==> src/rtl/bitbang_config_rx.sv <==
// bitbang_config_rx: receives configuration words from a bit-banged serial
// programmer. Data bits are sampled on s_clk rise and control bits on
// s_clk fall. A word is framed whenever the control history equals
// CTRL_WORD. Framed words are queued in a small FIFO for the downstream
// configuration loader.
module bitbang_config_rx #(
  parameter logic [31:0] CTRL_WORD      = 32'h0000FAB1,
  parameter int          SYNC_STAGES    = 2,
  parameter int          FIFO_DEPTH     = 4,
  parameter int          ACTIVE_TIMEOUT = 1023
) (
  input  logic        CLK,
  input  logic        reset,
  input  logic        s_clk,
  input  logic        s_data,
  output logic [31:0] out_data,
  output logic        out_valid,
  input  logic        out_ready,
  output logic        overflow,
  output logic [15:0] word_count,
  output logic        active
);

  localparam int            AW       = $clog2(FIFO_DEPTH);
  localparam int            IW       = $clog2(ACTIVE_TIMEOUT + 1);
  localparam logic [IW-1:0] IDLE_MAX = IW'(ACTIVE_TIMEOUT);

  logic [SYNC_STAGES-1:0] clk_sync;
  logic [SYNC_STAGES-1:0] data_sync;
  logic                   s_clk_s;
  logic                   s_data_s;
  logic                   s_clk_d;
  logic                   rise;
  logic                   fall;

  logic [31:0] data_sr;
  // The oldest control bit never takes part in a future comparison, so
  // only 31 bits of history are kept.
  logic [30:0] ctrl_sr;
  logic [31:0] ctrl_next;
  logic        frame_hit;

  logic [31:0] mem [FIFO_DEPTH];
  logic [AW:0] wr_ptr;
  logic [AW:0] rd_ptr;
  logic        full;
  logic        pop;
  logic        push_ok;

  logic [IW-1:0] idle_cnt;

  // Synchronize the asynchronous serial inputs and keep a delayed s_clk copy.
  always_ff @(posedge CLK) begin
    // NOTE: all sequential state uses non-blocking assignments so every
    // flop samples pre-edge values, which is what makes the chain a chain.
    if (reset) begin
      clk_sync  <= '0;
      data_sync <= '0;
      s_clk_d   <= 1'b0;
    end else begin
      clk_sync  <= {clk_sync[SYNC_STAGES-2:0], s_clk};
      data_sync <= {data_sync[SYNC_STAGES-2:0], s_data};
      s_clk_d   <= s_clk_s;
    end
  end

  assign s_clk_s   = clk_sync[SYNC_STAGES-1];
  assign s_data_s  = data_sync[SYNC_STAGES-1];
  assign rise      = s_clk_s & ~s_clk_d;
  assign fall      = ~s_clk_s & s_clk_d;
  assign ctrl_next = {ctrl_sr, s_data_s};
  assign frame_hit = fall && (ctrl_next == CTRL_WORD);

  // Shift data on rise, control on fall; a control match restarts framing.
  always_ff @(posedge CLK) begin
    if (reset) begin
      data_sr <= '0;
      ctrl_sr <= '0;
    end else begin
      if (rise) data_sr <= {data_sr[30:0], s_data_s};
      if (fall) ctrl_sr <= frame_hit ? '0 : ctrl_next[30:0];
    end
  end

  assign full      = (wr_ptr[AW] != rd_ptr[AW]) && (wr_ptr[AW-1:0] == rd_ptr[AW-1:0]);
  assign out_valid = (wr_ptr != rd_ptr);
  assign pop       = out_valid & out_ready;
  // A pop in the same cycle frees the slot, so a full FIFO still accepts.
  assign push_ok   = frame_hit & (~full | pop);

  // FIFO pointers, accepted-word counter and sticky overflow flag.
  always_ff @(posedge CLK) begin
    if (reset) begin
      wr_ptr     <= '0;
      rd_ptr     <= '0;
      word_count <= '0;
      overflow   <= 1'b0;
    end else begin
      if (push_ok) begin
        wr_ptr     <= wr_ptr + 1'b1;
        word_count <= word_count + 16'd1;
      end
      if (pop)                 rd_ptr   <= rd_ptr + 1'b1;
      if (frame_hit && !push_ok) overflow <= 1'b1;
    end
  end

  // FIFO storage write port.
  always_ff @(posedge CLK) begin
    // NOTE: storage is deliberately not reset; every slot is written before
    // it can be read, and out_data is forced to zero while empty.
    if (push_ok) mem[wr_ptr[AW-1:0]] <= data_sr;
  end

  assign out_data = out_valid ? mem[rd_ptr[AW-1:0]] : 32'h0;

  // Link activity: set on any s_clk edge, cleared after a saturating idle run.
  always_ff @(posedge CLK) begin
    if (reset) begin
      active   <= 1'b0;
      idle_cnt <= '0;
    end else if (rise || fall) begin
      active   <= 1'b1;
      idle_cnt <= '0;
    end else if (idle_cnt != IDLE_MAX) begin
      idle_cnt <= idle_cnt + 1'b1;
      if (idle_cnt == IDLE_MAX - 1'b1) active <= 1'b0;
    end
  end

endmodule

==> config.mk <==
export PLATFORM = sky130hd
export DESIGN_NAME = bitbang_config_rx
export DESIGN_NICKNAME = d
export VERILOG_FILES = /design/src/rtl/bitbang_config_rx.sv
export SDC_FILE = /design/constraint.sdc
export NUM_CORES = 1
export LEC_CHECK = 0
export BUFFER_PORTS_ARGS = -buffer_cell sky130_fd_sc_hd__buf_2
export CELL_PAD_IN_SITES_DETAIL_PLACEMENT = 1
export CELL_PAD_IN_SITES_GLOBAL_PLACEMENT = 1
export CORE_AREA = 4 4 119 167
export CTS_CLUSTER_SIZE = 8
export DETAILED_ROUTE_END_ITERATION = 16
export DIE_AREA = 0 0 123 171
export PLACE_DENSITY = 0.85
export SLEW_MARGIN = 5
export SYNTH_ARGS = -nofsm -noshare
export SYNTH_HDL_FRONTEND = slang
export SYNTH_SLANG_ARGS = --single-unit
==> constraint.sdc <==
create_clock -name CLK -period 5.2 [get_ports CLK]
set_clock_uncertainty 0.05 [all_clocks]
set_input_delay 0.26 -clock CLK [delete_from_list [all_inputs] [get_ports CLK]]
set_output_delay 0.26 -clock CLK [all_outputs]
set_load 0.03 [all_outputs]
[Word-level counts from Yosys, hierarchy flattened]
Memory sizes are Yosys's and may differ from the RTL's. A register that Yosys moved wholly into a read port is not among the register bits.
Index checks and enable logic that the tools add are counted.
W data, S select, Z words.
Storage, ports and cells
  memory bits (writable): 128
  output and inout bits: 51
  memories: 1
  register bits after elaboration: 102
  bits in latches: 0
  input port bits: 5
  bits in read-only memories: 0
Memory list
  mem: words 4, bits a word 32, read ports 1, clocked after memory_dff 1, write ports 1, RTL line 43  | logic [31:0] mem [FIFO_DEPTH];
Operators by class
  equal/unequal tests: 6
  multipliers: 0
  shift-type cells: 0
  bitwise operators: 8
  add/sub/neg operators: 4
  reduce and logical (&&, ||, !) cells: 9
  order comparisons: 0
  div/mod/pow operators: 0
  muxes and demuxes: 9
Operators with widths (count)
  $eq A32 B16 Y1 const B: 1
  $mux W32: 1
  $mux W31: 1
  $add A16 B1 Y16 const B: 1
  $add A10 B1 Y10 const B: 1
  $eq A10 B10 Y1 const B: 1
  $ne A10 B10 Y1 const B: 1
  $add A3 B1 Y3 const B: 2
  $mux W1: 5
  $and A1 B1 Y1: 4
  $mux W2: 2
  $reduce_bool A2 Y1: 2
  $logic_and A1 B1 Y1: 3
  $ne A3 B3 Y1: 1
  $not A1 Y1: 3
  $eq A2 B2 Y1: 1
  $reduce_and A2 Y1: 1
  $reduce_or A2 Y1: 1
  $logic_not A1 Y1: 1
  $logic_or A1 B1 Y1: 1
  $ne A1 B1 Y1: 1
  $or A1 B1 Y1: 1

[Longest topological paths before layout]
Gate-level depths: netlist (run 1).
  depth in word-level cells: 7
  gate-level depth with buffers: 9
  mapped depth without buffers: 7

[Worst setup path before layout (run 1)]
Ideal clock, no wire load.
  path type: register -> register
  start: register clk_sync[1]
  end: memory mem[3][0], enable pin
  period minus slack after synthesis: 2.912 ns
  arrival: 2.470 ns
  required time: 4.757 ns
  buffers on the path: 1
  library setup time: 0.393 ns
  slack: 2.288 ns
  stages on the path, launching flop included: 8
  path through: dfxtp_1 inv_1 ha_1 buf_2 and4bb_1 nand4_4 nor4_2 and2_1
On the way
  cells in the longest elaborated chain, start to end: 6
RTL lines
  start, declared: RTL line 28  | logic [SYNC_STAGES-1:0] clk_sync;
  start signal, assigned: RTL line 61  | clk_sync <= {clk_sync[SYNC_STAGES-2:0], s_clk};
  $not A1 Y1: RTL line 70  | assign fall = ~s_clk_s & s_clk_d;
  $and A1 B1 Y1: RTL line 70
  named net fall: RTL line 34  | logic fall;
  $logic_and A1 B1 Y1: RTL line 72  | assign frame_hit = fall && (ctrl_next == CTRL_WORD);
  $and A1 B1 Y1: RTL line 89  | assign push_ok = frame_hit & (~full | pop);
  $mux W1: RTL line 112  | if (push_ok) mem[wr_ptr[AW-1:0]] <= data_sr;
  $mux W1 (implied by the code): RTL line 112
  end, declared: RTL line 43
The timed path passes the listed nets, and every way through them passes these cells.

[Worst setup path in the final report (run 1)]
  start: register clk_sync[1]
  end: memory mem[1][25], enable pin
The elaborated chain is that of the path after synthesis.

==> results.md, run 1 <==
* Slew headroom at 0.273
* CTS buffer count at 34
* Count leader, synth: edfxtp_1
* Layout Nets at around 730
* Area delta synth->final at 16.5%
* Synth Area per Inst at around 14 um2
* Die ar. at 21000 um2
* Post-synthesis cell type count at between 40 and 50
* Placed cell count at between 900 and 1000
* Worst EP arrival at ~3.3 ns
* Share of cells above drive strength 1 at 0.196
* IO Count at 56
* CP most frequent cell: buf_4
* Share of the synthesized area in the top cell type at 0.426
* First-pass GRT wire length at slightly above 30000 um
* Final setup violation count at 0
* Clk_lat worst skew at around 0.49 ns
* Largest net degree at the start of global routing at 52
* Predominant post-synthesis flop cell: edfxtp_1
* Warnings from Yosys at 0
* RSZ-0062 raised after global routing: false
* Final hold viol count at 0
* Hold crit path type: in -> reg
* Crit path launch: clk_sync[1]
* Clk pin slew, worst setup/hold paths at approximately 0.050 ns
* Final ANT Viol Nets at 0
* Hold_ws at ~0.13 ns
* GR Util All Layers at 0.189
* Fmax achieved at between 0.3 and 0.4 GHz
* Maximum VDD drop at about 0.27 mV
* Die Wd at about 120 um
* Syn Inst Count at around 650
* CP Depth at 8
* Critical path buffer and inverter count at 3
* Reg2reg start: clk_sync[1]
* Reg2reg end: mem[1][25]
* Top delay family on crit path: simple AND/OR/NAND/NOR gates
* Largest area contributor in the netlist: edfxtp_1
* Worst setup path end: mem[1][25]
* Clk sinks at 232
* Outcome: completed
* CP Launch Type: flop
* Final non-filler cell total at 975
* Core Region at around 18000 um2
* Max-slew violations at 0
* PortBufs at 55
* Clk pwr share at 0.501
* Post-Syn Area at between 9000 and 10000 um2
* Post-synth top cells: edfxtp_1, dfxtp_1, nor2_1, mux2i_1, and2_1
* Register area share after synthesis at 0.656
* Max-Cap Viols at 0
* Worst path max stage delay at approximately 0.7 ns
* Comb pwr share at 0.011
* Critical path's slowest cell: nor4_2
* Dpl hpwl at around 12000 um
* FP Rows at 59
* Setup_tns at 0 ns
* # Post-CTS Setup Buffers at 0
* Req. time, crit path at between 5 and 6 ns
* CTS tree: built
* Root Driver: clkbuf_16
* Sw Share at 0.195
* Post-synthesis net count at about 660
* Seq pwr share at 0.488
* Kind of critical path: reg -> reg
* Antenna violations before repair at 0
* Die Height at 171 um
* Reg2reg setup slack at 1.99 ns
* Drt total wl at 19100 um
* 1st-pass router iterations at 4
* Crit path max fanout at 33
* # diodes at 0
* Area contributors post-synth: edfxtp_1, dfxtp_1, mux4_2
* Post-synth EDFFs at 128
* Net Switching at between 0.0007 and 0.0008 W
* CP Cell Sequence: inv_1 -> ha_1 -> buf_4 -> and4bb_1 -> nand4_4 -> nor4_2 -> and2_1 -> buf_4
* Final min period at ~3.2 ns
* Global route overflow at 0
* Worst reg-to-reg path cell count at 8
* Initial DRC Count at 297
* Worst Max-Slew Pin Slew at between 1 and 1.5 ns
* Power Internal at about 0.0032 W
* Clock buffer depth at 3
* Starting density of the core at 0.491
* Drt drc at 0
* Power Density at about 380 nW/um2
* DR vias/cell at approximately 5.4
* Tcrit/Tclk final at 0.617
* Worst Setup End Kind: flop
* Ys async rst share at 0
* Vias at roughly 5300
* Routability cong. at approximately 0.74
* Wire length per cell at between 15 and 20 um
* Seq cells post-synth at 232
* Pleak at 3.71 nW
* H-tree levels at 2
* Vias in the first global route at about 5900
* Cts repair resizes at 0
[flip-flops by register name (all words and copies together), names as in the netlist, 2 cells and up, named ones only]
| name | flops |
|---|---|
| clk_sync | 2 |
| ctrl_sr | 31 |
| data_sr | 32 |
| data_sync | 2 |
| idle_cnt | 10 |
| mem | 128 |
| rd_ptr | 3 |
| word_count | 16 |
| wr_ptr | 3 |
[kinds of logic after synthesis]
group,count (synthesis),share of synthesized area
AOI/OAI and AO/OA,50,0.0313
xor gates and xnor gates,12,0.0116
adders and majority gates,10,0.0139
buffers and inverters,45,0.0198
DFF,232,0.656
muxes,87,0.141
and+or+nand+nor,212,0.126
[layout by cell type, fill, tap and decap left out, drive strengths merged, types with 9 or more instances in the layout]
cell,instances
dfxtp,104
mux2i,54
a21oi,28
nor2b,15
nand2,20
or4,9
buf,62
nor2,84
ha,10
and2,38
xor2,9
mux4,32
clkbuf,53
edfxtp,128
inv,9
[power groups by stage]
stage	clock, W	sequential (W)	combinational (W)
final	0.00198	0.00193	0.0000427
after global routing	0.00211	0.00192	0.0000477
after CTS	0.00202	0.00193	0.0000433
after detailed placement	0	0.00196	0.0000420
after global placement	0	0.00196	0.0000407
after floorplan	0	0.00196	0.0000315
[worst register-to-register path, stage by stage, from the launching register on]
cell and delay (ns):
dfxtp_1 0.31, inv_1 0.08, ha_1 0.15, buf_4 0.40
and4bb_1 0.32, nand4_4 0.14, nor4_2 0.70, and2_1 0.23
buf_4 0.43
[metal layers]
metal,GRT usage,vias up,wire length (um)
li1,-,2507,-
met1,0.214,2664,7280
met2,0.367,73,11000
met3,0.0258,29,537
met4,0.0520,0,316
met5,0,-,0
[repair_timing]
item | CTS | global route
hold buffers | 2 | 0
endpoints found under the setup margin | 0 | 0
endpoints found under the hold margin | 2 | 0
[per-stage QoR]
step                      power [W]  utilization  setup slack, ns  instance area, um2
final                       0.00395        0.572             1.99               10500
after global routing        0.00408        0.572             1.67               10500
after CTS                   0.00399        0.572             1.94               10500
after detailed placement    0.00200        0.518             1.93                9520
after global placement      0.00200        0.518             2.17                9520
after floorplan             0.00199            -             2.29                9030
[worst min-delay path by stage]
| stage | slack (ns) | end | depth (start not counted) | from |
|---|---|---|---|---|
| 2_1_floorplan | 0.34 | clk_sync[0] | 1 | s_clk |
| 3_3_place_gp | 0.39 | data_sync[1] | 1 | data_sync[0] |
| 3_5_place_dp | 0.39 | clk_sync[1] | 1 | clk_sync[0] |
| 4_1_cts | 0.12 | rd_ptr[2] | 4 | out_ready |
| 5_1_grt | 0.18 | rd_ptr[2] | 4 | out_ready |
| 6_report | 0.13 | rd_ptr[2] | 4 | out_ready |
[layout make-up]
cell class                 instances  area, um2
multi-input combinational        371       2930
fill                            1778       7860
clock buffer                      53        943
tap                              244        305
clock inverter                     2       32.5
inverter                           9       33.8
timing repair buffer              64        348
sequential                       232       5930
Power figures use the tool's default switching activity.
==> run 2, diff against run 1 <==
Settings changed: ABC_AREA set to 1, CORE_AREA 4 4 119 167 to 4 4 132 184, DIE_AREA 0 0 123 171 to 0 0 136 188, PLACE_DENSITY 0.85 to 0.82.
Clock period 5.2 ns to 2.9 ns, I/O delays scaled along.
==> results.md, run 2 <==
* CTS buffer count at 34
* DR vias/cell at approximately 5.2
* Slew headroom at 0.207
* RSZ-0062 raised after global routing: false
* GR Util All Layers at 0.185
* Critical path buffer and inverter count at 3
* Synth Area per Inst at between 9 and 10 um2
* Warnings from Yosys at 0
* Root Driver: clkbuf_16
* Vias at between 7000 and 8000
* CTS tree: built
* Drt drc at 0
* Area contributors post-synth: edfxtp_1, dfxtp_1, nor2_1
* Kind of critical path: reg -> out
* Final hold viol count at 0
* Post-synth EDFFs at 128
* Starting density of the core at 0.416
* Power Density at slightly above 700 nW/um2
* Hold crit path type: in -> reg
* Seq cells post-synth at 232
* Syn Inst Count at around 1000
* Sequential cell area at a little under 6000 um2
* Multi-input gate area at about 2900 um2
* Clk pwr share at 0.454
* Comb pwr share at 0.085
* Dpl hpwl at 14300 um
* Predominant post-synthesis flop cell: edfxtp_1
* Commonest non-fill, non-tap cell in the layout: nor2_1
* Place WS at just under 0.7 ns
* Final ANT Viol Nets at 0
* Post-synthesis cell type count at 27
* Tcrit/Tclk final at 0.901
* Post-synthesis net count at between 1000 and 1500
* Most frequent cells in the layout: nor2_1, edfxtp_1, nand2_1
* Net Switching at approximately 0.0019 W
* Share of cells above drive strength 1 at 0.116
* Count leader, synth: nor2_1
* Outcome: completed
* Fmax achieved at between 0.3 and 0.4 GHz
* CP Cell Sequence: buf_4 -> nor2_1 -> o32ai_1 -> nand2_1 -> inv_1 -> buf_2
* Slack of the critical path at between 0.2 and 0.3 ns
* Die ar. at ~26000 um2
* Worst path max stage delay at 0.63 ns
* Clock buffer depth at 3
* Seq pwr share at 0.461
* Register area share after synthesis at 0.632
* Req. time, crit path at 2.71 ns
* Initial DRC Count at 355
* Drt total wl at roughly 23000 um
* Die Wd at approximately 140 um
* Final setup violation count at 0
* Pwr Total at around 0.0078 W
* Routability cong. at between 0.7 and 0.8
* Largest net degree at the start of global routing at 46
* Design area at roughly 11000 um2
* # diodes at 0
* Ys async rst share at 0
* Maximum VDD drop at approximately 0.41 mV
* Max reg flops at 128
* Crit path max fanout at 26
* Max-slew violations at 0
* Worst EP arrival at about 2.4 ns
* FP Rows at 65
* Max-Cap Viols at 0
* 1st-pass router iterations at 4
* Worst Setup End Kind: output port
* Wire length per cell at 16.6 um
* Vias in the first global route at 7811
* H-tree levels at 2
* Area delta synth->final at 16.8%
* Clk sinks at between 200 and 250
* Global route overflow at 0
* CP Launch Type: flop
* Worst Max-Slew Pin Slew at between 1 and 1.5 ns
* Largest area contributor in the netlist: edfxtp_1
* Top delay family on crit path: flip-flops
* Hold_ws at 0.0213 ns
* Power Internal at between 0.005 and 0.006 W
* Sw Share at 0.246
* PortBufs at 55
* Pleak at about 4.6 nW
* Core Region at about 23000 um2
* Clk pin slew, worst setup/hold paths at roughly 0.05 ns
* Antenna violations before repair at 0
* IO Count at 56
* Post-synth top cells: nor2_1, edfxtp_1, nand2_1, dfxtp_1, inv_1
* Clk_lat worst skew at approximately 0.5 ns
* Die Height at 188 um
* Final min period at between 2 and 3 ns
* Fillers at approximately 2600
* Post-Syn Area at ~9400 um2
* Finished Core Util at 0.486
* Placed cell areas at approximately 10000 um2
* Critical path's slowest cell: dfxtp_2
* Share of the synthesized area in the top cell type at 0.410
* Layout Nets at ~1100
* First-pass GRT wire length at around 38000 um
## run 2: layout make-up
class,instances,area share
clock buffer,54,0.0845
clock inverter,3,0.00308
inverter,100,0.0343
multi-input combinational,617,0.264
sequential,232,0.541
tap,301,0.0344
timing repair buffer,74,0.0392
## run 2: power groups by stage
stage	logic [W]	registers, W	clock network, W
floorplan	0.000496	0.00361	0
global placement	0.000633	0.00366	0
detailed placement	0.000657	0.00366	0
CTS	0.000672	0.00360	0.00363
global route	0.000739	0.00361	0.00379
finish	0.000661	0.00360	0.00355
## run 2: what timing repair did
action	CTS	global route
hold buffers	3	0
endpoints found under the hold margin	3	0
gates resized for setup	0	1
setup endpoints to repair	0	1
buffers inserted	0	0
## run 2: cells by family after synthesis
group,Yosys count,synth area share
AND/OR/NAND/NOR,435,0.185
XOR/XNOR,6,0.00560
buffers and inverters,146,0.0612
flip-flops,232,0.632
AO/OA/AOI/OAI,166,0.103
adder cells (fa/ha/maj),10,0.0133
## run 2: per-layer routing
metal	GRT usage	part of all wire
met3	0.0317	0.037
met4	0.0776	0.032
met1	0.198	0.39
met5	0	0
met2	0.350	0.54
## run 2: worst paths after layout
check / from / to / slack, ns / cells past startpoint
worst max register to register: clk_sync[1] / mem[3][28] / 0.69 / 9
worst min register to register: data_sync[0] / data_sync[1] / 0.35 / 2
worst min-delay path: reset / clk_sync[0] / 0.02 / 2
worst max-delay path: flop / out_data[28] / 0.29 / 6
## run 2: metrics by stage
| step | TNS, ns | instances |
|---|---|---|
| CTS | 0 | 1381 |
| finish | 0 | 1381 |
| global placement | 0 | 1321 |
| detailed placement | 0 | 1321 |
| global route | 0 | 1381 |
| floorplan | -21.38 | 995 |
